==> src/rtl/word_serializer.sv <==
// Parallel-to-serial stage: accepts WIDTH-bit words over valid/ready and shifts them out LSB first
// with word_start/word_end framing. Define WORD_SERIALIZER_PARITY_APPEND_EN to append an even-parity bit.
module word_serializer #(
  parameter int WIDTH = 8,
  parameter int CNT_W = 16
) (
  input  logic             clock,
  input  logic             reset,
  input  logic [WIDTH-1:0] data_in,
  input  logic             data_valid,
  output logic             data_ready,
  input  logic             bit_enable,
  output logic             serial_bit,
  output logic             bit_valid,
  output logic             word_start,
  output logic             word_end,
  output logic             busy,
  output logic [CNT_W-1:0] word_count
);

  localparam int IDX_W = $clog2(WIDTH + 1);
  localparam logic [IDX_W-1:0] LAST_IDX = IDX_W'(WIDTH - 1);

  typedef enum logic [1:0] {
    ST_IDLE   = 2'd0,
    ST_SHIFT  = 2'd1,
    ST_PARITY = 2'd2
  } state_t;

  function automatic logic even_parity(input logic [WIDTH-1:0] word);
    return ^word;
  endfunction

  state_t             state_r, state_s;
  logic [WIDTH-1:0]   shift_r, shift_s;
  logic [IDX_W-1:0]   idx_r, idx_s;
  logic               par_r, par_s;
  logic               done_s;
  logic               serial_bit_s, bit_valid_s, word_start_s, word_end_s;

  // State, datapath and registered-output storage
  always_ff @(posedge clock or negedge reset) begin
    if (!reset) begin
      state_r    <= ST_IDLE;
      shift_r    <= {WIDTH{1'b0}};
      idx_r      <= {IDX_W{1'b0}};
      par_r      <= 1'b0;
      serial_bit <= 1'b0;
      bit_valid  <= 1'b0;
      word_start <= 1'b0;
      word_end   <= 1'b0;
      busy       <= 1'b0;
      word_count <= {CNT_W{1'b0}};
    end else begin
      state_r    <= state_s;
      shift_r    <= shift_s;
      idx_r      <= idx_s;
      par_r      <= par_s;
      serial_bit <= serial_bit_s;
      bit_valid  <= bit_valid_s;
      word_start <= word_start_s;
      word_end   <= word_end_s;
      busy       <= bit_valid_s;
      if (done_s) begin
        word_count <= word_count + CNT_W'(1);
      end else begin
        word_count <= word_count;
      end
    end
  end

  // Next-state logic; done_s marks consumption of the final step of a word
  always_comb begin
    state_s = state_r;
    shift_s = shift_r;
    idx_s   = idx_r;
    par_s   = par_r;
    done_s  = 1'b0;
    case (state_r)
      ST_IDLE: begin
        if (data_valid) begin
          state_s = ST_SHIFT;
          shift_s = data_in;
          idx_s   = {IDX_W{1'b0}};
          par_s   = even_parity(data_in);
        end else begin
          state_s = ST_IDLE;
        end
      end
      ST_SHIFT: begin
        if (!bit_enable) begin
          state_s = ST_SHIFT;
        end else if (idx_r != LAST_IDX) begin
          shift_s = shift_r >> 1;
          idx_s   = idx_r + IDX_W'(1);
        end else begin
`ifdef WORD_SERIALIZER_PARITY_APPEND_EN
          state_s = ST_PARITY;
          idx_s   = IDX_W'(WIDTH);
`else
          done_s  = 1'b1;
`endif
        end
      end
      ST_PARITY: begin
`ifdef WORD_SERIALIZER_PARITY_APPEND_EN
        if (bit_enable) begin
          done_s = 1'b1;
        end else begin
          state_s = ST_PARITY;
        end
`else
        state_s = ST_IDLE;
`endif
      end
      default: begin
        state_s = ST_IDLE;
      end
    endcase

    // Word finished: chain straight into the next word when one is waiting
    if (done_s) begin
      if (data_valid) begin
        state_s = ST_SHIFT;
        shift_s = data_in;
        idx_s   = {IDX_W{1'b0}};
        par_s   = even_parity(data_in);
      end else begin
        state_s = ST_IDLE;
        shift_s = {WIDTH{1'b0}};
        idx_s   = {IDX_W{1'b0}};
        par_s   = 1'b0;
      end
    end else begin
      par_s = par_s;
    end
  end

  // Ready is combinational so a waiting word can be taken on the last paced step
  always_comb begin
    if (state_r == ST_IDLE) begin
      data_ready = 1'b1;
    end else begin
      data_ready = done_s;
    end
  end

  // Next values of the registered outputs, derived from the upcoming state
  always_comb begin
    serial_bit_s = 1'b0;
    bit_valid_s  = 1'b0;
    word_start_s = 1'b0;
    word_end_s   = 1'b0;
    case (state_s)
      ST_SHIFT: begin
        serial_bit_s = shift_s[0];
        bit_valid_s  = 1'b1;
        word_start_s = (idx_s == {IDX_W{1'b0}});
`ifdef WORD_SERIALIZER_PARITY_APPEND_EN
        word_end_s   = 1'b0;
`else
        word_end_s   = (idx_s == LAST_IDX);
`endif
      end
      ST_PARITY: begin
        serial_bit_s = par_s;
        bit_valid_s  = 1'b1;
        word_start_s = 1'b0;
        word_end_s   = 1'b1;
      end
      default: begin
        serial_bit_s = 1'b0;
        bit_valid_s  = 1'b0;
        word_start_s = 1'b0;
        word_end_s   = 1'b0;
      end
    endcase
  end

endmodule
==> config.mk <==
export PLATFORM = sky130hd
export DESIGN_NAME = word_serializer
export DESIGN_NICKNAME = d
export VERILOG_FILES = /design/src/rtl/word_serializer.sv
export SDC_FILE = /design/constraint.sdc
export NUM_CORES = 1
export LEC_CHECK = 0
export BUFFER_PORTS_ARGS = -buffer_cell sky130_fd_sc_hd__buf_2
export CAP_MARGIN = 25
export CORE_UTILIZATION = 60
export CTS_BUF_LIST = sky130_fd_sc_hd__clkbuf_8
export DETAILED_ROUTE_END_ITERATION = 7
export PLACE_DENSITY = 0.92
export SETUP_SLACK_MARGIN = 0.5
export SKIP_CTS_REPAIR_TIMING = 1
export SYNTH_ARGS = -nofsm -noshare
export SYNTH_HDL_FRONTEND = slang
export SYNTH_SLANG_ARGS = --single-unit
==> constraint.sdc <==
create_clock -name clock -period 3.4 [get_ports clock]
set_clock_uncertainty 0.15 [all_clocks]
set_input_delay 0.68 -clock clock [delete_from_list [all_inputs] [get_ports clock]]
set_output_delay 0.68 -clock clock [all_outputs]
set_load 0.005 [all_outputs]
# Word-level counts from Yosys, hierarchy flattened
# Index checks and enable logic that the tools add are counted.
# word_totals
regBits	35
latchBits	0
mem_bits_rw	0
rom_bits	0
inputBits	12
wordCells	53
n_memories	0
# classes
add_sub_neg	2
mul	0
div	0
n_lt_le_gt_ge	0
eq_ne	8
shift	0
muxes	27
bitwise	0
n_reduce_logical	6
# op_table
cell	count
2-to-1 mux 8 bit	5
adder 16 x 1 -> 16 bit (second input constant)	1
2-to-1 mux 4 bit	4
case mux 8 bit (2 select lines)	1
2-to-1 mux 1 bit	11
inequality test 3 bit (second input constant)	3
case mux 4 bit (2 select lines)	1
XOR reduction 8 bit	1
adder 4 x 1 -> 4 bit (second input constant)	1
== test 2 x 1 -> 1 bit (second input constant)	2
== test 4 x 3 -> 1 bit (second input constant)	1
logical NOT 4 bit	1
2-to-1 mux 2 bit	2
inequality test 4 x 3 -> 1 bit (second input constant)	1
case mux 1 bit (2 select lines)	2
case mux 2 bit (2 select lines)	1
AND reduction 4 bit	1
nonzero test 3 bit	1
== test 2 bit (second input constant)	1
logical NOT 2 bit	1
OR reduction 2 bit	1

# Logic depth before layout (Yosys ltp)
# Gate-level depths: netlist (run 1).
# logic_depth
word_depth	8
mapped_depth	9

# Least setup slack after synthesis (run 1)
# Ideal clock, no wire load.
# synth_path
kind	input to register
from	in bit_enable
to	reg serial_bit
setup_ns	0.132
t_arrival_ns	1.784
required_ns	3.118
setup_slack_ns	1.333
cell_stages	9
path_cell_list	buf_4 > nand4b_2 > a21oi_1 > inv_1 > ha_1 > inv_1 > a31oi_1 > o21ai_0 > a31oi_1
# synth_via
elab_chain_cells	5
elab_cells_between_ends	12
# synth_lines
item	line_no	rtl
from (decl)	12	input logic bit_enable,
2-to-1 mux 2 bit or 2-to-1 mux 1 bit (tied branches)	91	if (!bit_enable) begin
case mux 2 bit (2 select lines) or 2-to-1 mux 1 bit (tied branches)	79	case (state_r)
2-to-1 mux 2 bit (*)	122	if (done_s) begin
named net state_s[0]	34	state_t state_r, state_s;
== test 2 bit or == test 2 x 1 -> 1 bit (tied branches)	154	case (state_s)
case mux 1 bit (2 select lines) (*)	154	
named net serial_bit_s	39	logic serial_bit_s, bit_valid_s, word_start_s, word_end_s;
to (signal assigned)	59	serial_bit <= serial_bit_s;
to (decl)	13	output logic serial_bit,
# Mark *: on every way through the listed nets, which the timed path passes. The rest lies on a longest branch. The select of a mux whose other input is x is not followed.
# A chain may end at the register's enable or synchronous reset.

# Worst setup path after layout (run 1)
# layout_path
from	reg idx_r[0]
to	out data_ready
# layout_via
elab_chain_cells	5
# layout_lines
item	line_no	rtl
from (decl)	36	logic [IDX_W-1:0] idx_r, idx_s;
from (signal assigned)	46	idx_r <= {IDX_W{1'b0}};
from (signal assigned)	57	idx_r <= idx_s;
inequality test 4 x 3 -> 1 bit	93	end else if (idx_r != LAST_IDX) begin
2-to-1 mux 1 bit	93	
2-to-1 mux 1 bit	91	
2-to-1 mux 1 bit	79	
2-to-1 mux 1 bit	141	if (state_r == ST_IDLE) begin
to (decl)	11	output logic data_ready,
# No other way between the ends.

==> impl_metrics.env, run 1 <==
export IMPL_crit_type="reg2out"
export IMPL_antenna_found_initial=0
export IMPL_drv_slew=0
export IMPL_io_pins=34
export IMPL_synth_most_common_cell="dfrtp_1"
export IMPL_syn_mean_instance_area_um2=10.6
export IMPL_synthCells=172
export IMPL_insertedDiodeCount=0
export IMPL_std_cell_rows=19
export IMPL_yosysTopAreaCellShare_pct=48.0
export IMPL_p_leak_uw=0.00109
export IMPL_yosysWarnings=0
export IMPL_fp_coreArea_mm2=0.00283
export IMPL_vias=1450
export IMPL_cap_violations=0
export IMPL_area_growth_pct=13.5
export IMPL_drive_gt1_share_pct=26.1
export IMPL_rr_startpoint="idx_r[0]"
export IMPL_cp_max_fo=6
export IMPL_crit_chain="ha_1 -> nand4b_2 -> a21oi_1 -> buf_2"
export IMPL_start_util_pct=64.5
export IMPL_grt_ovfl_total=0
export IMPL_p_per_area_mw_per_mm2=459
export IMPL_fin_hold_ws_ns=0.306
export IMPL_rsz0062_at_grt="no"
export IMPL_synthTopCellsByArea="dfrtp_1 (48%), xnor2_1 (6.7%), nand2_1 (3.9%), xor2_1 (3.8%), a222oi_1 (3.3%)"
export IMPL_port_buffers=33
export IMPL_fp_dieArea_mm2=0.00326
export IMPL_synthArstFlopShare_pct=100
export IMPL_wl_mm=3.78
export IMPL_fin_crit_ns=2.51
export IMPL_mappedNetlistArea_mm2=0.00182
export IMPL_wl_per_cell_um=15.9
export IMPL_cp_slowest_stage_delay_ns=0.47
export IMPL_violations="design-rule violations"
export IMPL_tns_ns=0
export IMPL_finalNonFillerCells=238
export IMPL_ir_drop_v=0.000306
export IMPL_initialDrtViolationCount=106
export IMPL_relSlewSlack_pct=49.3
export IMPL_placed_cells=230
export IMPL_synth_ff_type="dfrtp_1"
export IMPL_layout_nets=222
export IMPL_h_tree_depth=2
export IMPL_cts_tree="yes"
export IMPL_grt_pass1_wl_mm=6.40
export IMPL_num_fill_cells=197
export IMPL_cts_buffers=5
export IMPL_r2r_cells=9
export IMPL_ys_seq_area_share_pct=48.0
export IMPL_fp_dieH_um=57.1
export IMPL_cp_data_required_time_ns=2.57
export IMPL_synth_cell_types=46
export IMPL_setup_violations=0
export IMPL_dpl_cell_area_mm2=0.00199
export IMPL_synth_edf_count=0
export IMPL_clk_pin_slew_ns=0.07
export IMPL_regArea_um2=876
export IMPL_worstMarginPinSlew_ns=0.760
export IMPL_cts_sinks=35
export IMPL_ys_seq_elements=35
export IMPL_cts_root_buf="clkbuf_8"
export IMPL_r2r_end="serial_bit"
export IMPL_dpl_hpwl_mm=2.81
export IMPL_synth_common_cells="dfrtp_1 (35), nand2_1 (19), inv_1 (14), xnor2_1 (14), xor2_1 (8)"
export IMPL_grt_pass1_vias=1415
export IMPL_max_freq_mhz=399
export IMPL_dieWidth_um=57.1
export IMPL_routed_via_density=6.09
export IMPL_r2r_setup_slack_ns=1.03
export IMPL_worstSetupEndpointType="primary output"
export IMPL_antenna_left=0
export IMPL_hold_viol=0
export IMPL_final_core_util_pct=73.2
export IMPL_finalWeightedCongestion=0.822
export IMPL_drc=11
export IMPL_startpoint_type="register"
export IMPL_fin_crit_sh_pct=73.8
export IMPL_hp_class="in2async"
export IMPL_status="complete, but fails checks"
export IMPL_arrival_ns=1.68
export IMPL_grt_usage_pct=26.7
export IMPL_fin_area_mm2=0.00207
export IMPL_grt_max_degree=36
export IMPL_slowest_stage="dfrtp_1"
export IMPL_multiInputGateArea_um2=857
export IMPL_cts_max_path_buffers=2
export IMPL_synth_top_area_cell="dfrtp_1"
export IMPL_drt_first_pass_iters=6
export IMPL_clk_insertion_delay_late_ns=0.29
-- layout by cell type, fill, tap and decap left out, types with 2 or more instances in the layout --
cell       n
dfrtp_1   35
buf_2     33
nand2_1   19
inv_1     16
xnor2_1   14
xor2_1     8
a21oi_1    6
nand3_1    6
a222oi_1   6
clkbuf_8   5
o21ai_0    4
nor2_2     4
ha_1       4
mux2i_1    3
nor2_1     3
nand4_1    3
conb_1     3
nor2b_1    2
o211ai_1   2
a31oi_1    2
or3_1      2
nand4b_1   2
nor3_2     2
and3_1     2
-- state kept, by name, summed over array words and instances, names as in the netlist --
signal / cells
shift_r: 8
busy: 1
word_start: 1
par_r: 1
word_count: 16
state_r: 2
idx_r: 4
serial_bit: 1
word_end: 1
-- power breakdown --
part	internal (uW)	switching, uW
combinational	71.6	91.2
sequential	459	47.7
clock	137	144
total	668	283
-- how the worst max path moves through the flow --
stage / startpoint / to / depth (start not counted)
after floorplan: bit_enable / serial_bit / 9
after global placement: bit_enable / word_count[9] / 6
after detailed placement: bit_enable / serial_bit / 9
after CTS: idx_r[0] / data_ready / 4
after global routing: idx_r[0] / data_ready / 4
final: idx_r[0] / data_ready / 4
-- kinds of logic after synthesis --
kind of cell | count (synthesis) | synth area share (%)
flops | 35 | 48.0
other cells | 2 | 0.412
compound gates | 25 | 10.3
simple gates | 59 | 20.5
buf+inv | 21 | 5.21
xor+xnor | 22 | 10.6
fa+ha+maj | 4 | 2.74
mux | 4 | 2.26
-- metal layers --
| layer | GRT usage, % | part of all wire (%) |
|---|---|---|
| met2 | 46.2 | 51 |
| met3 | 5.22 | 6.5 |
| met1 | 29.7 | 39 |
| met5 | 0 | 0 |
| met4 | 17.8 | 3.9 |
-- metrics by stage --
stage               total power (uW)  setup WS [ns]
finish                           951          0.892
CTS                              950          0.929
global placement                 651           1.20
detailed placement               670          0.983
global route                     991          0.821
floorplan                        620           1.33
-- worst max-delay path, delay by kind of cell, from the launching register on --
| kind | cells | cell delay [ns] |
|---|---|---|
| AO/OA/AOI/OAI | 1 | 0.21 |
| flip-flops | 1 | 0.47 |
| AND/OR/NAND/NOR | 1 | 0.27 |
| buffers and inverters | 1 | 0.13 |
| adder cells (fa/ha/maj) | 1 | 0.31 |
-- layout make-up --
class	count	share of cell area, %
Sequential cell	35	42.3
Timing Repair Buffer	33	7.98
Clock inverter	3	0.604
Clock buffer	5	3.32
Multi-Input combinational cell	117	41.4
Inverter	14	2.54
Tap cell	31	1.87
No activity file was read; power rests on OpenSTA's default activity.
==> run 2: changes to the inputs <==
CORE_UTILIZATION = 57   (was 60)
PLACE_DENSITY = 0.89   (was 0.92)
clock period = 2.45 ns   (was 3.4 ns; I/O delays follow)
==> run 2 against run 1 <==
Combinational power increased by 56%. Highest routed layer unchanged. The run now ends clean. Flip-flop and latch count stayed put. Sequential share of layout area shrank 2.5 points. Largest power group unchanged.
==> impl_metrics.env, run 2 (same netlist as run 1, synthesis figures left out) <==
export IMPL_vias=1445
export IMPL_ir_drop_v=0.000511
export IMPL_dpl_cell_area_mm2=0.00201
export IMPL_wl_mm=3.81
export IMPL_routed_via_density=5.60
export IMPL_crit_chain="ha_4 -> nand4b_4 -> a21oi_2 -> buf_2"
export IMPL_relSlewSlack_pct=50.6
export IMPL_io_pins=34
export IMPL_rsz0062_at_grt="yes"
export IMPL_startpoint_type="register"
export IMPL_arrival_ns=1.35
export IMPL_p_leak_uw=0.00116
export IMPL_p_per_area_mw_per_mm2=670
export IMPL_fin_crit_ns=1.99
export IMPL_wl_per_cell_um=14.7
export IMPL_cts_root_buf="clkbuf_8"
export IMPL_drv_slew=0
export IMPL_h_tree_depth=2
export IMPL_cp_slowest_stage_delay_ns=0.41
export IMPL_multiInputGateArea_um2=892
export IMPL_antenna_left=0
export IMPL_drc=0
export IMPL_cap_violations=0
export IMPL_area_growth_pct=21.5
export IMPL_cts_tree="yes"
export IMPL_slowest_stage="dfrtp_2"
export IMPL_initialDrtViolationCount=82
export IMPL_largest_register="word_count"
export IMPL_max_freq_mhz=502
export IMPL_cp_data_required_time_ns=1.81
export IMPL_drt_first_pass_iters=7
export IMPL_clk_insertion_delay_late_ns=0.28
export IMPL_grt_pass1_wl_mm=5.89
export IMPL_final_cell_mix="buf_2 (33), dfrtp_1 (31), nand2_1 (19)"
export IMPL_fp_dieArea_mm2=0.00343
export IMPL_fin_area_mm2=0.00222
export IMPL_grt_ovfl_total=0
export IMPL_worstMarginPinSlew_ns=0.740
export IMPL_crit_type="reg2out"
export IMPL_largest_reg_flops=16
export IMPL_antenna_found_initial=0
export IMPL_cts_max_path_buffers=2
export IMPL_fin_crit_sh_pct=81.3
export IMPL_num_fill_cells=225
export IMPL_layout_nets=229
export IMPL_dieWidth_um=58.6
export IMPL_start_util_pct=59.8
export IMPL_layout_cells_most_common="buf_2"
export IMPL_path_delay_family="flip-flops"
export IMPL_fp_coreArea_mm2=0.00305
export IMPL_path_buf_inv=1
export IMPL_grt_pass1_vias=1307
export IMPL_status="completed"
export IMPL_drive_gt1_share_pct=32.7
export IMPL_setup_violations=0
export IMPL_hold_viol=0
export IMPL_std_cell_rows=20
export IMPL_worstSetupEndpointType="primary output"
export IMPL_insertedDiodeCount=0
export IMPL_tns_ns=0
export IMPL_cp_max_fo=6
export IMPL_cts_buffers=5
export IMPL_fp_dieH_um=58.6
export IMPL_hp_class="in2async"
export IMPL_reg_largest_list="word_count x16, shift_r x8, idx_r x4"
export IMPL_finalWeightedCongestion=0.860
export IMPL_cts_sinks=35
export IMPL_dpl_hpwl_mm=2.53
export IMPL_port_buffers=33
export IMPL_grt_max_degree=36
export IMPL_grt_usage_pct=23.8
export IMPL_regArea_um2=881
export IMPL_clk_pin_slew_ns=0.06
[run 2: cell types whose count changed in the layout (fill, tap and decap cells not counted), moves of 2 or more]
cell	previous run	this run
a21oi_1	6	4
a21oi_2	0	2
buf_4	0	7
dfrtp_1	35	31
dfrtp_2	0	4
inv_1	16	14
[run 2: stage by stage]
step | worst slack, ns | hold slack (ns) | instances | total power, uW | utilization [%]
final | 0.458 | 0.118 | 258 | 1490 | 72.6
after global routing | 0.378 | 0.181 | 258 | 1570 | 72.6
after CTS | 0.249 | 0.141 | 251 | 1450 | 69.5
after detailed placement | 0.320 | 0.308 | 243 | 920 | 65.7
after global placement | 0.332 | 0.306 | 243 | 910 | 65.7
after floorplan | 0.560 | 0.0444 | 173 | 860 | -
[run 2: layout make-up]
class | count | area share [%]
Timing Repair Buffer | 40 | 9.82
Multi-Input combinational cell | 117 | 40.3
Tap cell | 44 | 2.48
Sequential cell | 35 | 39.8
Clock inverter | 2 | 1.58
Clock buffer | 6 | 3.73
Inverter | 14 | 2.37
[run 2: per-layer routing]
layer / GRT usage [%] / share of wire, % / vias to the layer above / wire (um)
li1: - / - / 674 / -
met5: 0 / 0 / - / 0
met1: 28.9 / 41 / 696 / 1570
met3: 5.93 / 6.2 / 11 / 236
met2: 40.2 / 51 / 64 / 1920
met4: 10.2 / 2.0 / 0 / 78
[run 2: worst paths after layout]
kind | slack [ns] | cells past startpoint | end | from
max | 0.46 | 4 | data_ready | idx_r[0]
min | 0.12 | 1 | idx_r[2] | reset
max reg2reg | 0.49 | 6 | word_count[10] | idx_r[0]
min reg2reg | 0.31 | 1 | word_count[15] | word_count[15]
max in group asynchronous | 1.51 | 1 | idx_r[0] | reset
min in group clock | 0.31 | 1 | word_count[15] | word_count[15]
[run 2: power breakdown]
group | switching [uW] | total, uW | internal, uW
sequential | 65.3 | 706 | 641
clock | 196 | 524 | 329
combinational | 133 | 255 | 121
==> run 3: changes to the inputs <==
clock period = 1.9 ns   (was 2.45 ns; I/O delays follow)
==> run 3 against run 2 <==
The flow now finishes with violations (negative setup slack). Core utilization rose by 11 points. Critical path type is now reg2reg. Non-clock buffer count rose by 25. Flip-flop and latch count did not move.
==> impl_metrics.env, run 3 (same netlist as run 1, synthesis figures left out) <==
export IMPL_hold_viol=0
export IMPL_grt_pass1_wl_mm=6.10
export IMPL_dpl_worst_slack_ns=-0.00410
export IMPL_layout_nets=254
export IMPL_fin_area_mm2=0.00257
export IMPL_fin_crit_ns=1.97
export IMPL_cts_buffers=5
export IMPL_grt_pass1_vias=1380
export IMPL_fp_dieArea_mm2=0.00343
export IMPL_reg_largest_list="word_count x16, shift_r x8, idx_r x4"
export IMPL_rr_startpoint="idx_r[1]"
export IMPL_insertedDiodeCount=0
export IMPL_p_per_area_mw_per_mm2=793
export IMPL_fp_dieH_um=58.6
export IMPL_final_cell_mix="buf_2 (32), dfrtp_1 (31), buf_4 (26)"
export IMPL_placed_cells=259
export IMPL_fin_crit_sh_pct=104
export IMPL_drc=0
export IMPL_wl_mm=5.23
export IMPL_cp_data_required_time_ns=1.92
export IMPL_pwr_share_seq_pct=43.7
export IMPL_layout_cells_most_common="buf_2"
export IMPL_setup_violations=8
export IMPL_finalWeightedCongestion=0.911
export IMPL_swShare_pct=28.1
export IMPL_routed_via_density=5.70
export IMPL_drive_gt1_share_pct=48.5
export IMPL_vias=1614
export IMPL_worstSetupEndpointType="register"
export IMPL_power_uw=2030
export IMPL_rsz0062_at_grt="yes"
export IMPL_p_clk_share_pct=33.9
export IMPL_clk_insertion_delay_late_ns=0.29
export IMPL_drt_first_pass_iters=5
export IMPL_hp_class="in2reg"
export IMPL_h_tree_depth=2
export IMPL_wl_per_cell_um=18.5
export IMPL_antenna_left=0
export IMPL_start_util_pct=59.8
export IMPL_ir_drop_v=0.000798
export IMPL_p_leak_uw=0.00132
export IMPL_drv_slew=0
export IMPL_cp_max_fo=6
export IMPL_dpl_hpwl_mm=2.91
export IMPL_p_switching_uw=572
export IMPL_crit_end="serial_bit"
export IMPL_grt_ovfl_total=0
export IMPL_fin_hold_ws_ns=0.218
export IMPL_cap_violations=0
export IMPL_cp_startpoint="idx_r[1]"
export IMPL_finalNonFillerCells=283
export IMPL_io_pins=34
export IMPL_grt_usage_pct=24.5
export IMPL_area_growth_pct=40.7
export IMPL_arrival_ns=1.98
export IMPL_initialDrtViolationCount=81
export IMPL_largest_reg_flops=16
export IMPL_largest_register="word_count"
export IMPL_combinationalPowerShare_pct=22.5
export IMPL_violations="negative setup slack"
export IMPL_antenna_found_initial=0
export IMPL_cts_sinks=35
export IMPL_cts_tree="yes"
export IMPL_dieWidth_um=58.6
export IMPL_fp_coreArea_mm2=0.00305
export IMPL_r2r_end="serial_bit"
export IMPL_cts_root_buf="clkbuf_8"
export IMPL_startpoint_type="register"
export IMPL_port_buffers=33
export IMPL_std_cell_rows=20
export IMPL_clk_pin_slew_ns=0.07
export IMPL_cts_max_path_buffers=2
export IMPL_crit_type="reg2reg"
export IMPL_grt_max_degree=36
export IMPL_final_setup_worst_slack_ns=-0.0676
export IMPL_intPower_uw=1460
export IMPL_status="complete, but fails checks"
export IMPL_max_freq_mhz=508
export IMPL_r2r_cells=10
export IMPL_dpl_cell_area_mm2=0.00216
export IMPL_r2r_setup_slack_ns=-0.07
-- run 3: layout make-up --
type	instances	area [um2]
multi-input cells	117	1020
clock inverters	2	35.0
inverters	14	52.6
repair buffers	65	442
clock buffers	6	82.6
well taps	44	55.1
flip-flops and latches	35	881
fillers	163	487
-- run 3: critical path: stages (launching register included) --
cell      delay, ns
dfrtp_1        0.40
ha_4           0.20
nand4b_4       0.14
buf_4          0.18
a21oi_4        0.17
inv_2          0.07
ha_2           0.19
inv_1          0.09
a31oi_1        0.05
o21ai_1        0.16
a31oi_1        0.06
-- run 3: power groups by stage --
stage          clock [uW]  combinational [uW]  sequential [uW]
6_report              689                 457              888
4_1_cts               692                 371              879
5_1_grt               726                 490              892
3_5_place_dp            0                 369              890
3_3_place_gp            0                 353              889
2_1_floorplan           0                 254              873
-- run 3: layer usage --
metal  wire [um]  GRT usage, %  vias to the layer above
met5           0             0                        -
met4         249          11.2                        0
met3         334          7.25                       30
met2        2630          39.6                       88
met1        2010          30.4                      772
li1            -             -                      724
-- run 3: worst min-delay path by stage --
stage,startpoint,endpoint,slack [ns],cells after the start
finish,data_in[1],shift_r[1],0.22,3
global route,data_in[7],shift_r[7],0.22,2
floorplan,reset,busy,-0.07,0
global placement,reset,idx_r[2],0.28,2
detailed placement,reset,idx_r[2],0.28,2
CTS,reset,shift_r[0],-0.02,2
-- run 3: metrics by stage --
step | utilization, % | setup TNS (ns)
6_report | 84.1 | -0.230
5_1_grt | 84.1 | -0.782
4_1_cts | 74.8 | -0.147
3_5_place_dp | 70.9 | -0.00410
3_3_place_gp | 70.9 | 0
2_1_floorplan | - | 0
